`config.mk`:
```
export PLATFORM = sky130hd
export DESIGN_NAME = sar_search_ctrl
export DESIGN_NICKNAME = d
export VERILOG_FILES = /design/src/rtl/sar_pkg.sv /design/src/rtl/sar_search_ctrl.sv
export SDC_FILE = /design/constraint.sdc
export NUM_CORES = 1
export LEC_CHECK = 0
export CAP_MARGIN = 25
export CORE_ASPECT_RATIO = 0.9
export CORE_MARGIN = 1.5
export CORE_UTILIZATION = 46
export CTS_BUF_LIST = sky130_fd_sc_hd__clkbuf_16
export CTS_CLUSTER_DIAMETER = 120
export CTS_CLUSTER_SIZE = 8
export DETAILED_ROUTE_END_ITERATION = 7
export PLACE_DENSITY = 0.74
export REMOVE_ABC_BUFFERS = 1
export SYNTH_ARGS = -nofsm -noshare
export SYNTH_HDL_FRONTEND = slang
export SYNTH_SLANG_ARGS = --single-unit
```
`constraint.sdc`:
```
create_clock -name clk -period 1.9 [get_ports clk]
set_input_delay 0.285 -clock clk [delete_from_list [all_inputs] [get_ports clk]]
set_output_delay 0.285 -clock clk [all_outputs]
set_load 0.01 [all_outputs]
```
`src/rtl/sar_pkg.sv`:
```
// Shared definitions for the successive-approximation search controller:
// state encoding and the flag sanity helper.
package sar_pkg;

    typedef enum logic [1:0] {
        IDLE = 2'd0,
        TRY  = 2'd1,
        DONE = 2'd2
    } state_e;

    function automatic logic onehot3(input logic gt, input logic eq, input logic lt);
        return ( gt & ~eq & ~lt) |
               (~gt &  eq & ~lt) |
               (~gt & ~eq &  lt);
    endfunction

endpackage

```
`src/rtl/sar_search_ctrl.sv`:
```
// Successive-approximation search controller: drives a candidate onto an external
// magnitude comparator and resolves the target one bit per clock.
module sar_search_ctrl
    import sar_pkg::*;
#(
    parameter  int WIDTH = 4,
    localparam int SW    = $clog2(WIDTH + 1)
) (
    input  logic             clk,
    input  logic             rst_n,
    input  logic             start,
    input  logic             cmp_gt,
    input  logic             cmp_eq,
    input  logic             cmp_lt,
    output logic [WIDTH-1:0] guess,
    output logic             busy,
    output logic             done,
    output logic [WIDTH-1:0] result,
    output logic [SW-1:0]    steps,
    output logic             err
);

    localparam logic [WIDTH-1:0] ONE = {{(WIDTH-1){1'b0}}, 1'b1};
    localparam logic [WIDTH-1:0] MSB = {1'b1, {(WIDTH-1){1'b0}}};

    state_e           state_q, state_d;
    logic [WIDTH-1:0] guess_q, guess_d;
    logic [WIDTH-1:0] acc_q, acc_d;
    logic [SW-1:0]    idx_q, idx_d;
    logic [SW-1:0]    steps_q, steps_d;
    logic [WIDTH-1:0] result_q, result_d;
    logic             err_q, err_d;
    logic [WIDTH-1:0] acc_n;

    always_ff @(posedge clk or negedge rst_n) begin
        if (!rst_n) begin
            state_q  <= IDLE;
            guess_q  <= '0;
            acc_q    <= '0;
            idx_q    <= '0;
            steps_q  <= '0;
            result_q <= '0;
            err_q    <= 1'b0;
        end else begin
            state_q  <= state_d;
            guess_q  <= guess_d;
            acc_q    <= acc_d;
            idx_q    <= idx_d;
            steps_q  <= steps_d;
            result_q <= result_d;
            err_q    <= err_d;
        end
    end

    always_comb begin
        state_d  = state_q;
        guess_d  = guess_q;
        acc_d    = acc_q;
        idx_d    = idx_q;
        steps_d  = steps_q;
        result_d = result_q;
        err_d    = err_q;
        // A gt verdict means the trial bit belongs in the answer; lt leaves it cleared.
        acc_n    = cmp_gt ? guess_q : acc_q;

        case (state_q)
            IDLE: begin
                if (start) begin
                    state_d = TRY;
                    guess_d = MSB;
                    acc_d   = '0;
                    idx_d   = SW'(WIDTH - 1);
                    steps_d = '0;
                    err_d   = 1'b0;
                end
            end
            TRY: begin
                steps_d = steps_q + SW'(1);
                if (!onehot3(cmp_gt, cmp_eq, cmp_lt)) begin
                    err_d    = 1'b1;
                    result_d = '0;
                    state_d  = DONE;
                end else if (cmp_eq) begin
                    result_d = guess_q;
                    state_d  = DONE;
                end else if (idx_q == '0) begin
                    result_d = acc_n;
                    state_d  = DONE;
                end else begin
                    acc_d   = acc_n;
                    guess_d = acc_n | (ONE << (idx_q - SW'(1)));
                    idx_d   = idx_q - SW'(1);
                end
            end
            DONE: begin
                state_d = IDLE;
            end
            default: begin
                state_d = IDLE;
            end
        endcase
    end

    assign guess  = guess_q;
    assign busy   = (state_q == TRY);
    assign done   = (state_q == DONE);
    assign result = result_q;
    assign steps  = steps_q;
    assign err    = err_q;

endmodule

```
[Word-level counts from Yosys, hierarchy flattened]
Index checks and enable logic that the tools add are counted.
W data, S select, Z words.
Storage, ports and cells
  flip-flop bits (word level): 21
  word-level logic and storage cells: 68
  output and inout port bits: 14
Cells by class
  shift-type cells: 1
  add/subtract/negate cells: 2
  equality and inequality tests: 9
  bitwise logic cells: 12
  reduce and logical (&&, ||, !) cells: 8
  multiplexer cells: 29
Operator list (count)
  $mux W4: 12
  $pmux W4 S2: 2
  $mux W3: 5
  $pmux W3 S2: 2
  $mux W2: 4
  $ne A2 B2 Y1 const B: 4
  $and A1 B1 Y1: 6
  $reduce_and A2 Y1: 3
  $reduce_and A5 Y1: 1
  $ne A4 B3 Y1 const B: 1
  $or A4 B4 Y4: 1
  $pmux W2 S2: 1
  $shl A1 B3 Y4 const A: 1
  $add A3 B1 Y3 const B: 1
  $logic_not A3 Y1: 1
  $ne A3 B2 Y1 const B: 1
  $not A1 Y1: 3
  $reduce_and A3 Y1: 1
  $sub A3 B1 Y3 const B: 1
  $eq A2 B1 Y1 const B: 1
  $eq A2 B2 Y1 const B: 1
  $logic_not A2 Y1: 1
  $mux W1: 2
  $ne A2 B1 Y1 const B: 1
  3 further kinds: 4

[Depth between registers and ports, before layout]
Gate-level depths: netlist of the first run.
  word-level depth: 7
  gate-level depth with buffers: 7
  mapped depth without buffers: 6

[Least setup slack after synthesis of the first run]
Ideal clock, no wire load.
  kind: flip-flop to flip-flop
  from: register idx_q[0]
  to: register acc_q[0]
  arrival: 1.862 ns
  buffers on the path: 1
  period minus slack after synthesis: 1.987 ns
  path slack: -0.087 ns
  required time: 1.775 ns
  cell stages (with the launch flop): 8
  cell sequence: dfrtp_1 > inv_1 > ha_1 > ha_1 > or3_4 > a21o_1 > buf_6 > mux2_4
Between the ends
  longest elaborated chain between the ends: 3
Ends and longest elaborated chain
  start: declaration: RTL line sar_search_ctrl.sv:29  | logic [SW-1:0] idx_q, idx_d;
  start signal: assignment: RTL line sar_search_ctrl.sv:48  | idx_q <= idx_d;
  $logic_not A3 Y1: RTL line sar_search_ctrl.sv:86  | end else if (idx_q == '0) begin
  $ne A2 B2 Y1 (no source line)
  $reduce_and A5 Y1 (no source line)
  end signal: assignment: RTL line sar_search_ctrl.sv:39  | acc_q <= '0;
  end signal: assignment: RTL line sar_search_ctrl.sv:47  | acc_q <= acc_d;
  end: declaration: RTL line sar_search_ctrl.sv:28  | logic [WIDTH-1:0] acc_q, acc_d;
No other way between the ends.
A chain may end at the register's enable or synchronous reset.

[Worst setup path after layout of the first run]
  from: register idx_q[1]
  to: register acc_q[2]
Same word-level chain as after synthesis.

==> flow_summary_export.csv, run 1 <==
group,metric,value,unit
run_status,status,"completed",
clock_network,cts-htree-levels,1,
final_layout,antenna_cells,0,
yosys,synthTopCellsByArea,"dfrtp_1, mux2i_1, ha_1, mux2_4, o2bb2ai_1",
clock_network,cts_root_buffer,"clkbuf_16",
setup_path,crit_type,"reg2reg",
setup_path,r2r_cells,6,
setup_path,crit_path_end,"acc_q[2]",
yosys,synth_ff_type,"dfrtp_1",
setup_path,rrSetupSlack,0.04,ns
clock_network,clkLatencyLatePin,0.25,ns
global_route,track_usage,19.1,%
global_route,antenna_found_initial,0,
sta,setup_ws,0.0432,ns
floorplan,die_h,50.2,µm
yosys,syn_inst,100,
setup_path,end_kind,"flip-flop",
floorplan,ios,20,
setup_path,required,2.04,ns
sta,hold_viol,0,
yosys,synth_top_area_share,46.1,%
placement,io_buffers,19,
pwr,max-vdd-ir-drop,0.929,mV
drt,vias,876,
drt,firstDrtPassIters,4,
setup_path,worstSetupStartpoint,"idx_q[1]",
job,maxCapViolCount,0,
drt,drcViolationCount,0,
drt,via_per_inst,5.21,
drt,wl,2360,µm
yosys,synth_area_per_cell,11.4,µm²
yosys,async_flop_share,100,%
drt,final_antenna_net_count,0,
sta,fin_skew,0.00311,ns
floorplan,coreArea,2260,µm²
sta,worst_pin_slew,0.310,ns
final_layout,areaGrowthSynthToFinish,39.4,%
pwr,p_leak,0.000762,µW
drt,drt_iter0_markers,12,
yosys,synth_edf_count,0,
sta,slew_headroom,79.3,%
setup_path,arrival,1.99,ns
final_layout,drive_gt1_share,24.8,%
pwr,pwr_density_cell,1380,nW/µm²
final_layout,fillers,165,
setup_path,rr_endpoint,"acc_q[2]",
yosys,yosysUniqueCellTypes,28,
drt,post_drt_wl_per_cell,14.0,µm
clock_network,cts_buffers,3,
sta,max_freq,539,MHz
global_route,grt_pass1_vias,870,
setup_path,crit-reg2reg-launch,"idx_q[1]",
floorplan,rows,16,
sta,period_share,97.7,%
placement,dpl_worst_slack,-0.163,ns
clock_network,path_clk_slew,0.06,ns
min_path,hp-class,"in2async",
global_route,grt_max_degree,22,
floorplan,die_width,55.5,µm
clock_network,cts_sinks,21,
sta,fin_crit,1.86,ns
setup_path,cp-start-kind,"flip-flop",
clock_network,cts_tree,"done",
yosys,yosys_warnings,0,
yosys,seq_area_frac_synth,46.1,%
global_route,grt_pass1_wl,4040,µm
final_layout,nNetsFinal,155,
yosys,netlist_area,1140,µm²
pwr,total_power,2190,µW
sta,finalSetupViolCount,0,
clock_network,clock_path_buffers,2,
floorplan,die_area,2790,µm²
sta,drv_slew,0,
placement,hpwl,1730,µm
placement,routabilityCongestion,0.783,
floorplan,initial_core_util,50.4,%
setup_path,path_max_fanout,5,
global_route,grt_overflow,0,
yosys,ys_seq_elements,21,
yosys,synth_largest_area_cell,"dfrtp_1",
how the worst min path moves through the flow:
| stage | start | end | slack (ns) | depth (start not counted) |
|---|---|---|---|---|
| global route | rst_n | result[3] | 0.40 | 2 |
| floorplan | rst_n | acc_q[0] | -0.01 | 0 |
| detailed placement | result[1] | result[1] | 0.47 | 1 |
| global placement | result[1] | result[1] | 0.47 | 1 |
| finish | rst_n | result[3] | 0.37 | 2 |
| CTS | rst_n | idx_q[2] | 0.38 | 2 |
synth_stat cells (2+ instances only):
library cell  number
nor3b_1            2
dfrtp_1           21
ha_1               7
a31oi_1            2
a22o_1             2
nor2_1             6
a22oi_1            2
nor3_1             2
nand2b_1           3
inv_1              7
nand2_1            5
o21ai_0            6
mux2i_1           11
buf_6              2
a21o_1             2
o2bb2ai_1          4
mux2_4             5
cell families (layout without fill, tap and decap cells):
family	Yosys count	count (layout)	synth area share, %
compound gates	21	22	13.0
xor+xnor	2	2	1.54
fa+ha+maj	7	7	7.68
buf+inv	11	51	4.94
flops	21	21	46.1
mux	17	17	17.2
simple gates	21	21	9.55
report_power, final:
part	leakage, µW	switching, µW	internal, µW
clock network	0.0000409	161	283
registers	0.000271	126	587
logic	0.000450	453	585
total	0.000762	740	1450
worst max-delay path, cell delays in order (launching register included):
cell and delay [ns]:
dfrtp_1 0.36, inv_1 0.07, ha_2 0.18, ha_2 0.17
or3_4 0.39, a21o_4 0.27, mux2_4 0.30
routing by layer:
| metal | global-route usage, % | wire (µm) |
|---|---|---|
| met5 | 0 | 0 |
| met4 | 3.66 | 19 |
| met3 | 5.15 | 84 |
| met2 | 34.9 | 1190 |
| met1 | 22.7 | 1060 |
layout by cell type (no fill, tap or decap), drive strengths merged:
master and count:
a22oi 2, a22o 2, o21ai 6, nand2b 3, or3 2, clkdlybuf4s50 19
a21o 3, a21oi 1, mux2i 11, clkbuf 3, nor3b 2, nor2 6
a31oi 2, clkinv 2, a32o 1, buf 20, inv 7, dfrtp 21
o21bai 1, ha 7, o2bb2ai 4, xor2 1, mux2 6, nor3 2
nand2 5, xnor2 1, nor2b 1
per-stage QoR:
stage / setup TNS, ns / area [µm²] / util [%] / std cells / hold slack (ns)
3_5_place_dp: -1.15 / 1480 / 65.4 / 162 / 0.475
2_1_floorplan: -0.657 / 1110 / - / 97 / -0.0106
4_1_cts: 0 / 1580 / 69.7 / 167 / 0.381
3_3_place_gp: -0.731 / 1480 / 65.4 / 162 / 0.469
5_1_grt: -0.0290 / 1590 / 70.2 / 168 / 0.403
6_report: 0 / 1590 / 70.2 / 168 / 0.369
state kept, by name, summed over array words and instances (netlist names):
signal,flops
idx_q,3
err,1
state_q,2
steps,3
result,4
acc_q,4
guess,4
timing repair:
action,in CTS,in global routing
cloned,1,0
endpoints found under the setup margin,9,6
buffers inserted,0,1
hold buffers,0,0
pin swaps,2,1
gates resized for setup,2,2
cell type report:
type	instances	area, µm²	area share (%)
timing repair buffer	39	340	21.4
clock inverter	1	5.00	0.315
clock buffer	3	75.1	4.72
inverter	8	30.0	1.89
multi-input combinational	69	579	36.5
sequential	21	526	33.1
tap	27	33.8	2.13
Note: power is estimated with default switching activity, not from simulation.
==> inputs of run 2 (changes only) <==
--- a/config.mk
+++ b/config.mk
@@ -13,7 +13,7 @@
 export CTS_CLUSTER_DIAMETER = 120
 export CTS_CLUSTER_SIZE = 8
 export DETAILED_ROUTE_END_ITERATION = 7
-export PLACE_DENSITY = 0.74
+export PLACE_DENSITY = 0.72
 export REMOVE_ABC_BUFFERS = 1
 export SYNTH_ARGS = -nofsm -noshare
 export SYNTH_HDL_FRONTEND = slang
==> run 2 against run 1 <==
  * Die area unchanged
  * Sequential power increased by 0.7%
  * Worst setup slack improved by 0.0089 ns
  * Final cell count unchanged
  * Via count increased by 2.9%
  * Largest power group unchanged
  * Non-clock buffer count unchanged
  * Critical path type unchanged
  * Highest routed layer unchanged
==> flow_summary_export.csv, run 2 (same netlist as run 1, synthesis figures left out) <==
group,metric,value,unit
run_status,status,"completed",
pwr,power_frac_seq,32.6,%
setup_path,critPathMaxStageDelay,0.39,ns
pwr,pwr_density_cell,1390,nW/µm²
global_route,grt_overflow,0,
drt,vias,901,
setup_path,crit-reg2reg-launch,"idx_q[0]",
floorplan,die_width,55.5,µm
final_layout,final_util,70.2,%
global_route,grt_max_degree,22,
placement,routabilityCongestion,0.755,
final_layout,areaGrowthSynthToFinish,39.4,%
setup_path,crit_type,"reg2reg",
global_route,grt_pass1_vias,889,
setup_path,rrSetupSlack,0.05,ns
sta,slew_headroom,77.2,%
setup_path,cp_common_cell,"ha_2",
final_layout,multiInputGateArea,579,µm²
sta,worst_pin_slew,0.341,ns
setup_path,arrival,1.99,ns
floorplan,ios,20,
setup_path,cp.depth,6,
placement,hpwl,1750,µm
clock_network,cts-htree-levels,1,
sta,tns,0,ns
min_path,hp-class,"in2async",
setup_path,crit_chain,"inv_2 > ha_2 > ha_2 > or3_4 > a21o_4 > mux2_4",
placement,place_area,1490,µm²
drt,drt_iter0_markers,13,
pwr,switching_power,755,µW
setup_path,required,2.04,ns
setup_path,crit_path_top_delay_cell,"or3_4",
clock_network,cts_root_buffer,"clkbuf_16",
setup_path,critPathBufInv,1,
placement,io_buffers,19,
pwr,switching_share,34.3,%
final_layout,nNetsFinal,155,
drt,firstDrtPassIters,4,
floorplan,initial_core_util,50.4,%
pwr,max-vdd-ir-drop,1.00,mV
final_layout,drive_gt1_share,25.5,%
clock_network,clock_path_buffers,2,
setup_path,path_max_fanout,5,
pwr,combPwrFrac,47.4,%
sta,drv_slew,0,
sta,hold_viol,0,
pwr,total_power,2200,µW
final_layout,final_cell_mix,"dfrtp_1, buf_4, clkdlybuf4s50_1",
setup_path,r2r_cells,6,
final_layout,ff_latch_area,526,µm²
setup_path,rr_endpoint,"acc_q[1]",
clock_network,cts_sinks,21,
floorplan,die_area,2790,µm²
drt,post_drt_wl_per_cell,14.3,µm
sta,fin_crit,1.85,ns
setup_path,crit_path_end,"acc_q[1]",
setup_path,cp-start-kind,"flip-flop",
drt,final_antenna_net_count,0,
pwr,p_int,1450,µW
setup_path,critPathTopFamily,"simple AND/OR/NAND/NOR gates",
global_route,antenna_found_initial,0,
setup_path,worstSetupStartpoint,"idx_q[0]",
sta,fin_skew,0.00243,ns
clock_network,cts_buffers,3,
final_layout,fillers,163,
job,maxCapViolCount,0,
drt,wl,2400,µm
global_route,track_usage,18.8,%
pwr,p_clk_share,20.0,%
clock_network,clkLatencyLatePin,0.25,ns
floorplan,die_h,50.2,µm
final_layout,finish.instance_area,1590,µm²
final_layout,antenna_cells,0,
sta,period_share,97.3,%
floorplan,rows,16,
final_layout,layout_commonest_cell,"dfrtp_1",
clock_network,path_clk_slew,0.06,ns
pwr,p_leak,0.000761,µW
sta,max_freq,541,MHz
clock_network,post-cts-setup-buffer-count,0,
clock_network,cts_tree,"done",
drt,via_per_inst,5.36,
sta,finalSetupViolCount,0,
setup_path,end_kind,"flip-flop",
global_route,grt_pass1_wl,4100,µm
drt,drcViolationCount,0,
clock_network,hold_buffers,0,
floorplan,coreArea,2260,µm²
sta,rsz0062_at_grt,"false",
==> run 2: how the worst min path moves through the flow <==
stage / start / end / slack, ns / depth (start not counted)
2_1_floorplan: rst_n / acc_q[0] / -0.01 / 0
3_3_place_gp: result[1] / result[1] / 0.47 / 1
3_5_place_dp: result[2] / result[2] / 0.47 / 1
4_1_cts: rst_n / result[1] / 0.38 / 2
5_1_grt: rst_n / result[1] / 0.40 / 2
6_report: rst_n / result[1] / 0.37 / 2
==> run 2: area by class of cell <==
type	instances	area share, %
repair buffers	39	21.4
flip-flops and latches	21	33.1
inverters	8	1.89
well taps	27	2.13
clock inverters	1	0.315
multi-input cells	69	36.5
clock buffers	3	4.72
==> run 2: what timing repair did <==
item / 4_1_cts / 5_1_grt
pin swaps: 1 / 2
gates resized for setup: 3 / 2
setup endpoints to repair: 9 / 7
cloned: 1 / 0
endpoints found under the hold margin: 0 / 0
==> run 2: power by group through the flow <==
stage               registers [µW]  clock network [µW]  logic, µW
floorplan                      738                   0        472
global route                   737                 469       1140
finish                         718                 442       1050
detailed placement             715                   0       1000
CTS                            716                 449       1040
global placement               712                   0        981
==> run 2: worst register-to-register path: stages (launching register included) <==
cell,delay [ns]
dfrtp_1,0.37
inv_2,0.05
ha_2,0.18
ha_2,0.17
or3_4,0.39
a21o_4,0.27
mux2_4,0.30
==> run 2: per-layer routing <==
layer | up-vias | global-route usage [%] | wire length [µm]
met2 | 17 | 33.3 | 1180
met5 | - | 0 | 0
li1 | 436 | - | -
met1 | 446 | 23.4 | 1120
met4 | 0 | 3.66 | 12
met3 | 2 | 4.90 | 85
==> run 2: through the flow <==
stage	setup slack [ns]	instances	hold WS [ns]
floorplan	-0.125	97	-0.0106
global placement	-0.107	163	0.470
detailed placement	-0.179	163	0.473
CTS	0.0256	168	0.378
global route	0.00145	168	0.399
finish	0.0521	168	0.369
==> inputs of run 3 (changes only) <==
--- a/config.mk
+++ b/config.mk
@@ -13,6 +13,7 @@
 export CTS_CLUSTER_DIAMETER = 120
 export CTS_CLUSTER_SIZE = 8
 export DETAILED_ROUTE_END_ITERATION = 7
+export GPL_TIMING_DRIVEN = 0
 export PLACE_DENSITY = 0.72
 export REMOVE_ABC_BUFFERS = 1
 export SYNTH_ARGS = -nofsm -noshare
==> run 3 against run 2 <==
  * Worst setup slack worse by 0.011 ns
  * Combinational power down 6%
  * Total power down 2.8%
  * Clock power down 3%
==> flow_summary_export.csv, run 3 (same netlist as run 1, synthesis figures left out) <==
group,metric,value,unit
sta,slew_headroom,36.2,%
drt,drt_iter0_markers,13,
min_path,hp-class,"reg2reg",
drt,vias,842,
floorplan,initial_core_util,50.4,%
setup_path,rr_endpoint,"acc_q[1]",
min_path,hold_depth,1,
clock_network,cts_root_buffer,"clkbuf_16",
sta,period_share,97.8,%
floorplan,die_area,2790,µm²
global_route,grt_max_degree,22,
sta,fin_skew,0.00136,ns
floorplan,coreArea,2260,µm²
setup_path,required,2.03,ns
final_layout,final_cell_mix,"dfrtp_1, clkdlybuf4s50_1, mux2i_1",
clock_network,path_clk_slew,0.05,ns
clock_network,clock_path_buffers,2,
final_layout,areaGrowthSynthToFinish,31.4,%
setup_path,cp-start-kind,"flip-flop",
run_status,status,"completed",
drt,firstDrtPassIters,4,
floorplan,ios,20,
sta,finalSetupViolCount,0,
placement,io_buffers,19,
drt,wl,2300,µm
setup_path,rrSetupSlack,0.04,ns
floorplan,die_h,50.2,µm
setup_path,crit-reg2reg-launch,"idx_q[0]",
sta,worst_pin_slew,0.954,ns
setup_path,crit_type,"reg2reg",
sta,max_freq,538,MHz
clock_network,clkLatencyLatePin,0.25,ns
setup_path,arrival,1.99,ns
placement,routabilityCongestion,0.779,
setup_path,path_max_fanout,5,
global_route,grt_pass1_vias,836,
sta,hold_viol,0,
drt,final_antenna_net_count,0,
min_path,whs_endpoint,"result[1]",
clock_network,cts_sinks,21,
clock_network,cts-htree-levels,1,
final_layout,layout_commonest_cell,"dfrtp_1",
final_layout,drive_gt1_share,19.0,%
min_path,min-delay-start,"result[1]",
sta,rsz0062_at_grt,"false",
floorplan,die_width,55.5,µm
final_layout,nNetsFinal,140,
global_route,antenna_found_initial,0,
placement,hpwl,1520,µm
setup_path,end_kind,"flip-flop",
pwr,pwr_density_cell,1430,nW/µm²
clock_network,cts_tree,"done",
sta,fin_crit,1.86,ns
global_route,grt_pass1_wl,3910,µm
sta,tns,0,ns
pwr,max-vdd-ir-drop,1.12,mV
pwr,p_leak,0.000694,µW
global_route,track_usage,17.8,%
drt,post_drt_wl_per_cell,15.0,µm
global_route,grt_overflow,0,
final_layout,antenna_cells,0,
floorplan,rows,16,
drt,drcViolationCount,0,
setup_path,r2r_cells,6,
sta,drv_slew,0,
drt,via_per_inst,5.50,
clock_network,cts_buffers,3,
sta,hold_ws,0.488,ns
job,maxCapViolCount,0,
-- run 3: stage by stage --
stage	util (%)	area, µm²	total power [µW]	worst slack, ns	cells
floorplan	-	1110	1210	-0.125	97
global placement	59.1	1340	1550	-0.453	143
detailed placement	59.1	1340	1560	-0.483	143
CTS	65.4	1480	2140	0.0240	152
global route	66.2	1500	2270	0.00419	153
finish	66.2	1500	2140	0.0414	153
-- run 3: critical path, stage by stage, from the launching register on --
cell and delay [ns]:
dfrtp_1 0.35, inv_2 0.06, ha_2 0.20, ha_4 0.16, or3_4 0.39, a21o_4 0.27, mux2_4 0.30
-- run 3: area by class of cell --
class | instances | area [µm²]
Sequential cell | 21 | 527
Multi-Input combinational cell | 69 | 597
Timing Repair Buffer | 24 | 226
Clock buffer | 3 | 75.1
Clock inverter | 1 | 3.75
Fill cell | 184 | 764
Inverter | 8 | 35.0
Tap cell | 27 | 33.8
-- run 3: routing by layer --
metal | track usage [%] | vias up | routed length [µm]
li1 | - | 403 | -
met1 | 22.3 | 421 | 1110
met2 | 31.7 | 16 | 1090
met3 | 5.41 | 2 | 88
met4 | 1.22 | 0 | 8
met5 | 0 | - | 0
-- run 3: power breakdown --
group	total, µW	leakage (µW)	internal (µW)	switching, µW
Clock	429	0.0000423	280	149
Sequential	725	0.000269	589	135
Combinational	989	0.000382	532	458
Total	2140	0.000694	1400	742
-- run 3: timing repair --
action	CTS	global route
endpoints found under the setup margin	10	6
resized for setup	10	3
buffers inserted	4	1
cloned	1	0
pin swaps	1	2
hold buffers	0	0
-- run 3: worst max path at each step --
stage / startpoint / end / slack (ns) / cells after the start
after floorplan: idx_q[0] / acc_q[0] / -0.12 / 6
after global placement: cmp_gt / acc_q[2] / -0.45 / 5
after detailed placement: cmp_gt / acc_q[1] / -0.48 / 5
after CTS: idx_q[0] / acc_q[1] / 0.02 / 6
after global routing: idx_q[1] / acc_q[1] / 0.004 / 6
final: idx_q[0] / acc_q[1] / 0.04 / 6
